### src/rtl/booth_seq_ctrl.sv
// booth_seq_ctrl: control sequencer for a radix-2 Booth multiply datapath.
// It drives the M/Q/A register enables, selects add or subtract, counts WIDTH
// shift iterations and sequences the product readout (A word, then Q word).
//
// Optional feature macro: BOOTH_CTRL_ZERO_SKIP_EN
//   defined   -> a zero multiplier (q_is_zero in LD_Q) skips straight to readout
//   undefined -> q_is_zero is ignored and every multiply runs WIDTH iterations
//
// Handshake: start is a level request that is only looked at in IDLE. Once a
// run is accepted, busy stays high until DONE has been left, and done pulses
// for exactly one cycle. Any start seen outside IDLE is dropped, not queued.
//
// All outputs are Moore outputs, decoded from the registered state only.
// state_dbg exposes the state register so that checkers can observe it.
module booth_seq_ctrl #(
  parameter int WIDTH = 8
) (
  input  logic       clk,
  input  logic       reset,
  input  logic       start,
  input  logic       q0,
  input  logic       q_m1,
  input  logic       q_is_zero,
  output logic       load_m,
  output logic       load_q,
  output logic       clr_a,
  output logic       load_a,
  output logic       sub_en,
  output logic       shift_r,
  output logic       out_a,
  output logic       out_q,
  output logic       busy,
  output logic       done,
  output logic [3:0] state_dbg
);

  localparam int CNT_W = $clog2(WIDTH) + 1;
  localparam logic [CNT_W-1:0] LAST_ITER = CNT_W'(WIDTH - 1);

  typedef enum logic [3:0] {
    S_IDLE   = 4'd0,
    S_LD_M   = 4'd1,
    S_LD_Q   = 4'd2,
    S_EXAM   = 4'd3,
    S_ADD    = 4'd4,
    S_SUB    = 4'd5,
    S_SHIFT  = 4'd6,
    S_OUT_HI = 4'd7,
    S_OUT_LO = 4'd8,
    S_DONE   = 4'd9
  } state_t;

  state_t           state_q;
  state_t           state_d;
  logic [CNT_W-1:0] cnt_q;
  logic             zero_skip;

`ifdef BOOTH_CTRL_ZERO_SKIP_EN
  // A zero multiplier needs no iterations: A is cleared and Q loads zero.
  assign zero_skip = q_is_zero;
`else
  // Feature disabled: the zero flag is deliberately not consumed.
  logic unused_q_is_zero;
  assign unused_q_is_zero = q_is_zero;
  assign zero_skip        = 1'b0;
`endif

  // State register; reset wins over any state, including mid-iteration.
  always_ff @(posedge clk) begin
    if (reset) begin
      state_q <= S_IDLE;
    end else begin
      state_q <= state_d;
    end
  end

  // Iteration counter: cleared while loading Q, stepped once per shift.
  always_ff @(posedge clk) begin
    if (reset) begin
      cnt_q <= '0;
    end else if (state_q == S_LD_Q) begin
      cnt_q <= '0;
    end else if (state_q == S_SHIFT) begin
      cnt_q <= cnt_q + CNT_W'(1);
    end
  end

  // Next-state and Moore output decode; unknown encodings fall back to IDLE
  // with every output low.
  always_comb begin
    state_d = S_IDLE;
    load_m  = 1'b0;
    load_q  = 1'b0;
    clr_a   = 1'b0;
    load_a  = 1'b0;
    sub_en  = 1'b0;
    shift_r = 1'b0;
    out_a   = 1'b0;
    out_q   = 1'b0;
    busy    = 1'b0;
    done    = 1'b0;
    case (state_q)
      S_IDLE: begin
        state_d = start ? S_LD_M : S_IDLE;
      end
      S_LD_M: begin
        load_m  = 1'b1;
        busy    = 1'b1;
        state_d = S_LD_Q;
      end
      S_LD_Q: begin
        load_q  = 1'b1;
        clr_a   = 1'b1;
        busy    = 1'b1;
        state_d = zero_skip ? S_OUT_HI : S_EXAM;
      end
      S_EXAM: begin
        busy = 1'b1;
        // Booth recoding of the current bit pair {Q0, Q(-1)}.
        case ({q0, q_m1})
          2'b10:   state_d = S_SUB;
          2'b01:   state_d = S_ADD;
          default: state_d = S_SHIFT;
        endcase
      end
      S_ADD: begin
        load_a  = 1'b1;
        busy    = 1'b1;
        state_d = S_SHIFT;
      end
      S_SUB: begin
        load_a  = 1'b1;
        sub_en  = 1'b1;
        busy    = 1'b1;
        state_d = S_SHIFT;
      end
      S_SHIFT: begin
        shift_r = 1'b1;
        busy    = 1'b1;
        // cnt still holds the pre-increment value: LAST_ITER marks shift WIDTH.
        state_d = (cnt_q < LAST_ITER) ? S_EXAM : S_OUT_HI;
      end
      S_OUT_HI: begin
        out_a   = 1'b1;
        busy    = 1'b1;
        state_d = S_OUT_LO;
      end
      S_OUT_LO: begin
        out_q   = 1'b1;
        busy    = 1'b1;
        state_d = S_DONE;
      end
      S_DONE: begin
        done    = 1'b1;
        busy    = 1'b1;
        state_d = S_IDLE;
      end
      default: begin
        state_d = S_IDLE;
      end
    endcase
  end

  assign state_dbg = state_q;

endmodule
### config.mk
export PLATFORM = sky130hd
export DESIGN_NAME = booth_seq_ctrl
export DESIGN_NICKNAME = d
export VERILOG_FILES = /design/src/rtl/booth_seq_ctrl.sv
export SDC_FILE = /design/constraint.sdc
export NUM_CORES = 1
export LEC_CHECK = 0
export BUFFER_PORTS_ARGS = -buffer_cell sky130_fd_sc_hd__clkbuf_2
export CORE_AREA = 2 2 39 41
export DETAILED_ROUTE_END_ITERATION = 8
export DIE_AREA = 0 0 41 43
export PLACE_DENSITY = 0.61
export SLEW_MARGIN = 10
export SYNTH_ARGS = -nofsm -noshare
export SYNTH_HDL_FRONTEND = slang
export SYNTH_SLANG_ARGS = --single-unit
### constraint.sdc
create_clock -name clk -period 4.3 [get_ports clk]
set_input_delay 0.645 -clock clk [delete_from_list [all_inputs] [get_ports clk]]
set_output_delay 0.645 -clock clk [all_outputs]
set_load 0.05 [all_outputs]
==> flow_results.xml <==
<?xml version="1.0" encoding="UTF-8"?>
<metrics>
  <group name="yosys">
    <metric name="synth-seq-cells" unit="">8</metric>
    <metric name="synth.avg_cell_area" unit="um2">7.68</metric>
    <metric name="library_cells_used_by_synthesis" unit="">27</metric>
    <metric name="synth_warnings" unit="">0</metric>
    <metric name="synth.most_common_cell" unit="">sky130_fd_sc_hd__nor2_1</metric>
    <metric name="asyncSetResetFlopFracSynth" unit="">0</metric>
    <metric name="post_synthesis_cell_area" unit="um2">499</metric>
    <metric name="synth_largest_type_area_fraction" unit="">0.321</metric>
    <metric name="synth_edf_count" unit="">0</metric>
    <metric name="synth.yosys.seq_area_share" unit="">0.321</metric>
    <metric name="synthesized_instance_count" unit="">65</metric>
    <metric name="yosys_most_used_dff" unit="">sky130_fd_sc_hd__dfxtp_1</metric>
    <metric name="synthDominantAreaCellType" unit="">sky130_fd_sc_hd__dfxtp_1</metric>
    <metric name="synth_nets" unit="">73</metric>
    <metric name="netlist_top_cells_count" unit="">sky130_fd_sc_hd__nor2_1, sky130_fd_sc_hd__dfxtp_1, sky130_fd_sc_hd__a21oi_1, sky130_fd_sc_hd__nand2b_1, sky130_fd_sc_hd__nand2_1</metric>
    <metric name="synth.top_cells.by_area" unit="">sky130_fd_sc_hd__dfxtp_1, sky130_fd_sc_hd__nor2_1, sky130_fd_sc_hd__nand2b_1</metric>
  </group>
  <group name="run">
    <metric name="max-cap-violations" unit="">0</metric>
  </group>
  <group name="power">
    <metric name="fin_total_pwr" unit="uW">227</metric>
    <metric name="p_per_area" unit="nW/um2">375</metric>
    <metric name="p_int" unit="uW">131</metric>
    <metric name="power.ir.vdd_worst" unit="V">0.000235</metric>
    <metric name="power.switching" unit="uW">95.9</metric>
    <metric name="power_frac_comb" unit="">0.352</metric>
    <metric name="clkPwrFrac" unit="">0.253</metric>
    <metric name="sequentialPowerShare" unit="">0.395</metric>
    <metric name="switching_share" unit="">0.422</metric>
    <metric name="static_leakage" unit="nW">0.283</metric>
  </group>
  <group name="hold_path">
    <metric name="holdPathEnd" unit="">cnt_q[1]$_SDFFE_PP0P_</metric>
    <metric name="worst_hold_path.num_cells" unit="">2</metric>
    <metric name="holdCritPathClass" unit="">reg -&gt; reg</metric>
    <metric name="timing.hold.worst.start" unit="">cnt_q[1]$_SDFFE_PP0P_</metric>
  </group>
  <group name="drt">
    <metric name="avgViaCountPerCell" unit="">5.16</metric>
    <metric name="drtPass1Iterations" unit="">2</metric>
    <metric name="ant_nets" unit="">0</metric>
    <metric name="dr.first_iter.drc_count" unit="">10</metric>
    <metric name="routed_wire_length_per_instance" unit="um">10.8</metric>
    <metric name="wl_final" unit="um">1050</metric>
    <metric name="via_count" unit="">501</metric>
    <metric name="drt_drc_violations_left" unit="">0</metric>
  </group>
  <group name="clock_tree">
    <metric name="clk_path_buf_depth" unit="">2</metric>
    <metric name="clock_sinks" unit="">8</metric>
    <metric name="hold_buffers" unit="">0</metric>
    <metric name="cts_tree" unit="">built</metric>
    <metric name="clock-root-buffer" unit="">sky130_fd_sc_hd__clkbuf_4</metric>
    <metric name="post-cts-setup-buffer-count" unit="">0</metric>
    <metric name="h_tree_levels" unit="">1</metric>
    <metric name="total_cts_buffers" unit="">3</metric>
    <metric name="clkLatencyLatePin" unit="ns">0.25</metric>
    <metric name="cts_repair_resize_count" unit="">0</metric>
    <metric name="clk_transition_reported_paths" unit="ns">0.06</metric>
  </group>
  <group name="placement">
    <metric name="io_buffers" unit="">18</metric>
    <metric name="place_congestion" unit="">0.670</metric>
    <metric name="post-dp-hpwl" unit="um">738</metric>
    <metric name="worst_case_setup_slack_after_placement" unit="ns">2.13</metric>
    <metric name="postPlaceCellArea" unit="um2">584</metric>
  </group>
  <group name="floorplan">
    <metric name="placement_rows" unit="">14</metric>
    <metric name="floorplan.core_area" unit="um2">1380</metric>
    <metric name="floorplan_die_area" unit="um2">1760</metric>
    <metric name="initial_core_util" unit="">0.361</metric>
    <metric name="die-height" unit="um">43</metric>
    <metric name="design.portCount" unit="">20</metric>
    <metric name="dieWidth" unit="um">41</metric>
  </group>
  <group name="timing">
    <metric name="timing.final.setup_violations" unit="">0</metric>
    <metric name="rsz0062_at_grt" unit="">false</metric>
    <metric name="final_min_period_over_clock_period" unit="">0.569</metric>
    <metric name="timing_max_transition_violations_final" unit="">0</metric>
    <metric name="worstMarginPinSlew" unit="ns">0.435</metric>
    <metric name="timing.slew.headroom" unit="">0.710</metric>
    <metric name="maximum_frequency_from_static_timing_analysis" unit="MHz">409</metric>
    <metric name="setup_tns" unit="ns">0</metric>
    <metric name="min_period" unit="ns">2.44</metric>
    <metric name="clock_skew" unit="ns">0.00569</metric>
    <metric name="hold_viol_final" unit="">0</metric>
    <metric name="layout_setup_ws" unit="ns">1.86</metric>
  </group>
  <group name="critical_path">
    <metric name="worst_ep_required_time" unit="ns">3.65</metric>
    <metric name="worst_r2r_path_depth" unit="">3</metric>
    <metric name="path_delay_family" unit="">simple AND/OR/NAND/NOR gates</metric>
    <metric name="worstReg2RegStart" unit="">state_dbg[2]$_SDFF_PP0_</metric>
    <metric name="worst-path-max-fanout" unit="">15</metric>
    <metric name="worst-setup-path-type" unit="">reg -&gt; out</metric>
    <metric name="cp_data_arrival_time" unit="ns">1.80</metric>
    <metric name="critical_path.reg2reg.endpoint" unit="">cnt_q[3]$_SDFFE_PP0P_</metric>
    <metric name="worst_path_cell_chain" unit="">or3b_2 -&gt; nor2_1 -&gt; clkbuf_2</metric>
    <metric name="worstSetupStartpointType" unit="">flop</metric>
    <metric name="worst-path-buf-inv" unit="">1</metric>
    <metric name="r2r_setup_slack" unit="ns">2.79</metric>
    <metric name="critical_path_max_stage_delay" unit="ns">0.57</metric>
    <metric name="endpoint_kind" unit="">primary output</metric>
    <metric name="worst_path_max_delay_cell" unit="">sky130_fd_sc_hd__dfxtp_1</metric>
  </group>
  <group name="finish">
    <metric name="final_layout_size_suffix_gt1_frac" unit="">0.284</metric>
    <metric name="finish.utilization" unit="">0.439</metric>
    <metric name="diodes" unit="">0</metric>
    <metric name="stdcell_area" unit="um2">607</metric>
    <metric name="area_growth" unit="%">21.6</metric>
    <metric name="finish.net_count" unit="">91</metric>
  </group>
  <group name="global_route">
    <metric name="globalRouteOverflowTotal" unit="">0</metric>
    <metric name="globalRouteTotalUtil" unit="">0.138</metric>
    <metric name="number_of_antenna_violations_at_the_first_check_in_global_routing" unit="">0</metric>
    <metric name="pin_count_of_the_biggest_net_entering_global_routing" unit="">17</metric>
    <metric name="global_route_wire_length_before_repair" unit="um">1620</metric>
    <metric name="number_of_global_route_vias_before_repair" unit="">390</metric>
  </group>
  <group name="run_status">
    <metric name="run_status" unit="">finished clean</metric>
  </group>
</metrics>
==> sequential cells by signal, summed over array words and instances, names as in the netlist <==
register	count
state_dbg	4
cnt_q	4
==> cells by family after synthesis <==
logic type,Yosys count,share of synthesized area
DFF,8,0.321
and+or+nand+nor,34,0.376
muxes,2,0.0401
adders and majority gates,2,0.0501
AOI/OAI and AO/OA,11,0.140
buffers and inverters,8,0.0727
==> worst max-delay path by stage <==
stage,from,endpoint,cells past startpoint
CTS,state_dbg[1]$_SDFF_PP0_,clr_a,3
detailed placement,state_dbg[1]$_SDFF_PP0_,clr_a,3
global placement,state_dbg[1]$_SDFF_PP0_,load_q,3
global route,state_dbg[1]$_SDFF_PP0_,load_q,3
finish,state_dbg[1]$_SDFF_PP0_,load_q,3
floorplan,state_dbg[0]$_SDFF_PP0_,load_m,3
==> final cells by class <==
class / count / area (um2)
sequential: 8 / 160
multi-input combinational: 49 / 303
fill: 159 / 777
inverter: 3 / 11.3
timing repair buffer: 18 / 90.1
tap: 16 / 20.0
clock buffer: 3 / 22.5
==> layout by cell type (no fill, tap or decap), types with 3 or more instances in the layout <==
cell type                  synthesis  routed
sky130_fd_sc_hd__clkbuf_4          0       3
sky130_fd_sc_hd__nand2b_1          5       5
sky130_fd_sc_hd__nand2_1           4       4
sky130_fd_sc_hd__clkbuf_2          0      18
sky130_fd_sc_hd__inv_1             3       3
sky130_fd_sc_hd__dfxtp_1           8       8
sky130_fd_sc_hd__nor2_1           10      10
sky130_fd_sc_hd__nand3_1           3       3
sky130_fd_sc_hd__a21oi_1           5       5
==> power groups by stage <==
stage	logic [mW]	registers [mW]	clock network, mW
final	0.0800	0.0898	0.0576
after global routing	0.0844	0.0915	0.0652
after CTS	0.0805	0.0900	0.0600
after detailed placement	0.0800	0.0915	0
after global placement	0.0800	0.0917	0
after floorplan	0.0623	0.0951	0
==> layer usage <==
layer / up-vias / track usage / part of all wire
met3: 4 / 0.0471 / 0.080
met1: 217 / 0.173 / 0.48
met5: - / 0 / 0
li1: 262 / - / -
met4: 0 / 0.0800 / 0.025
met2: 18 / 0.197 / 0.41
==> worst register-to-register path, cell delays in order (launching register included) <==
cell and delay, ns:
sky130_fd_sc_hd__dfxtp_1 0.58, sky130_fd_sc_hd__and4bb_2 0.35, sky130_fd_sc_hd__or3b_1 0.35, sky130_fd_sc_hd__a31oi_1 0.15
==> stage by stage <==
step / hold WS, ns / instances
floorplan: 0.443 / 65
global placement: 0.462 / 94
detailed placement: 0.469 / 94
CTS: 0.476 / 97
global route: 0.522 / 97
finish: 0.471 / 97
Note: power is estimated with default switching activity, not from simulation.
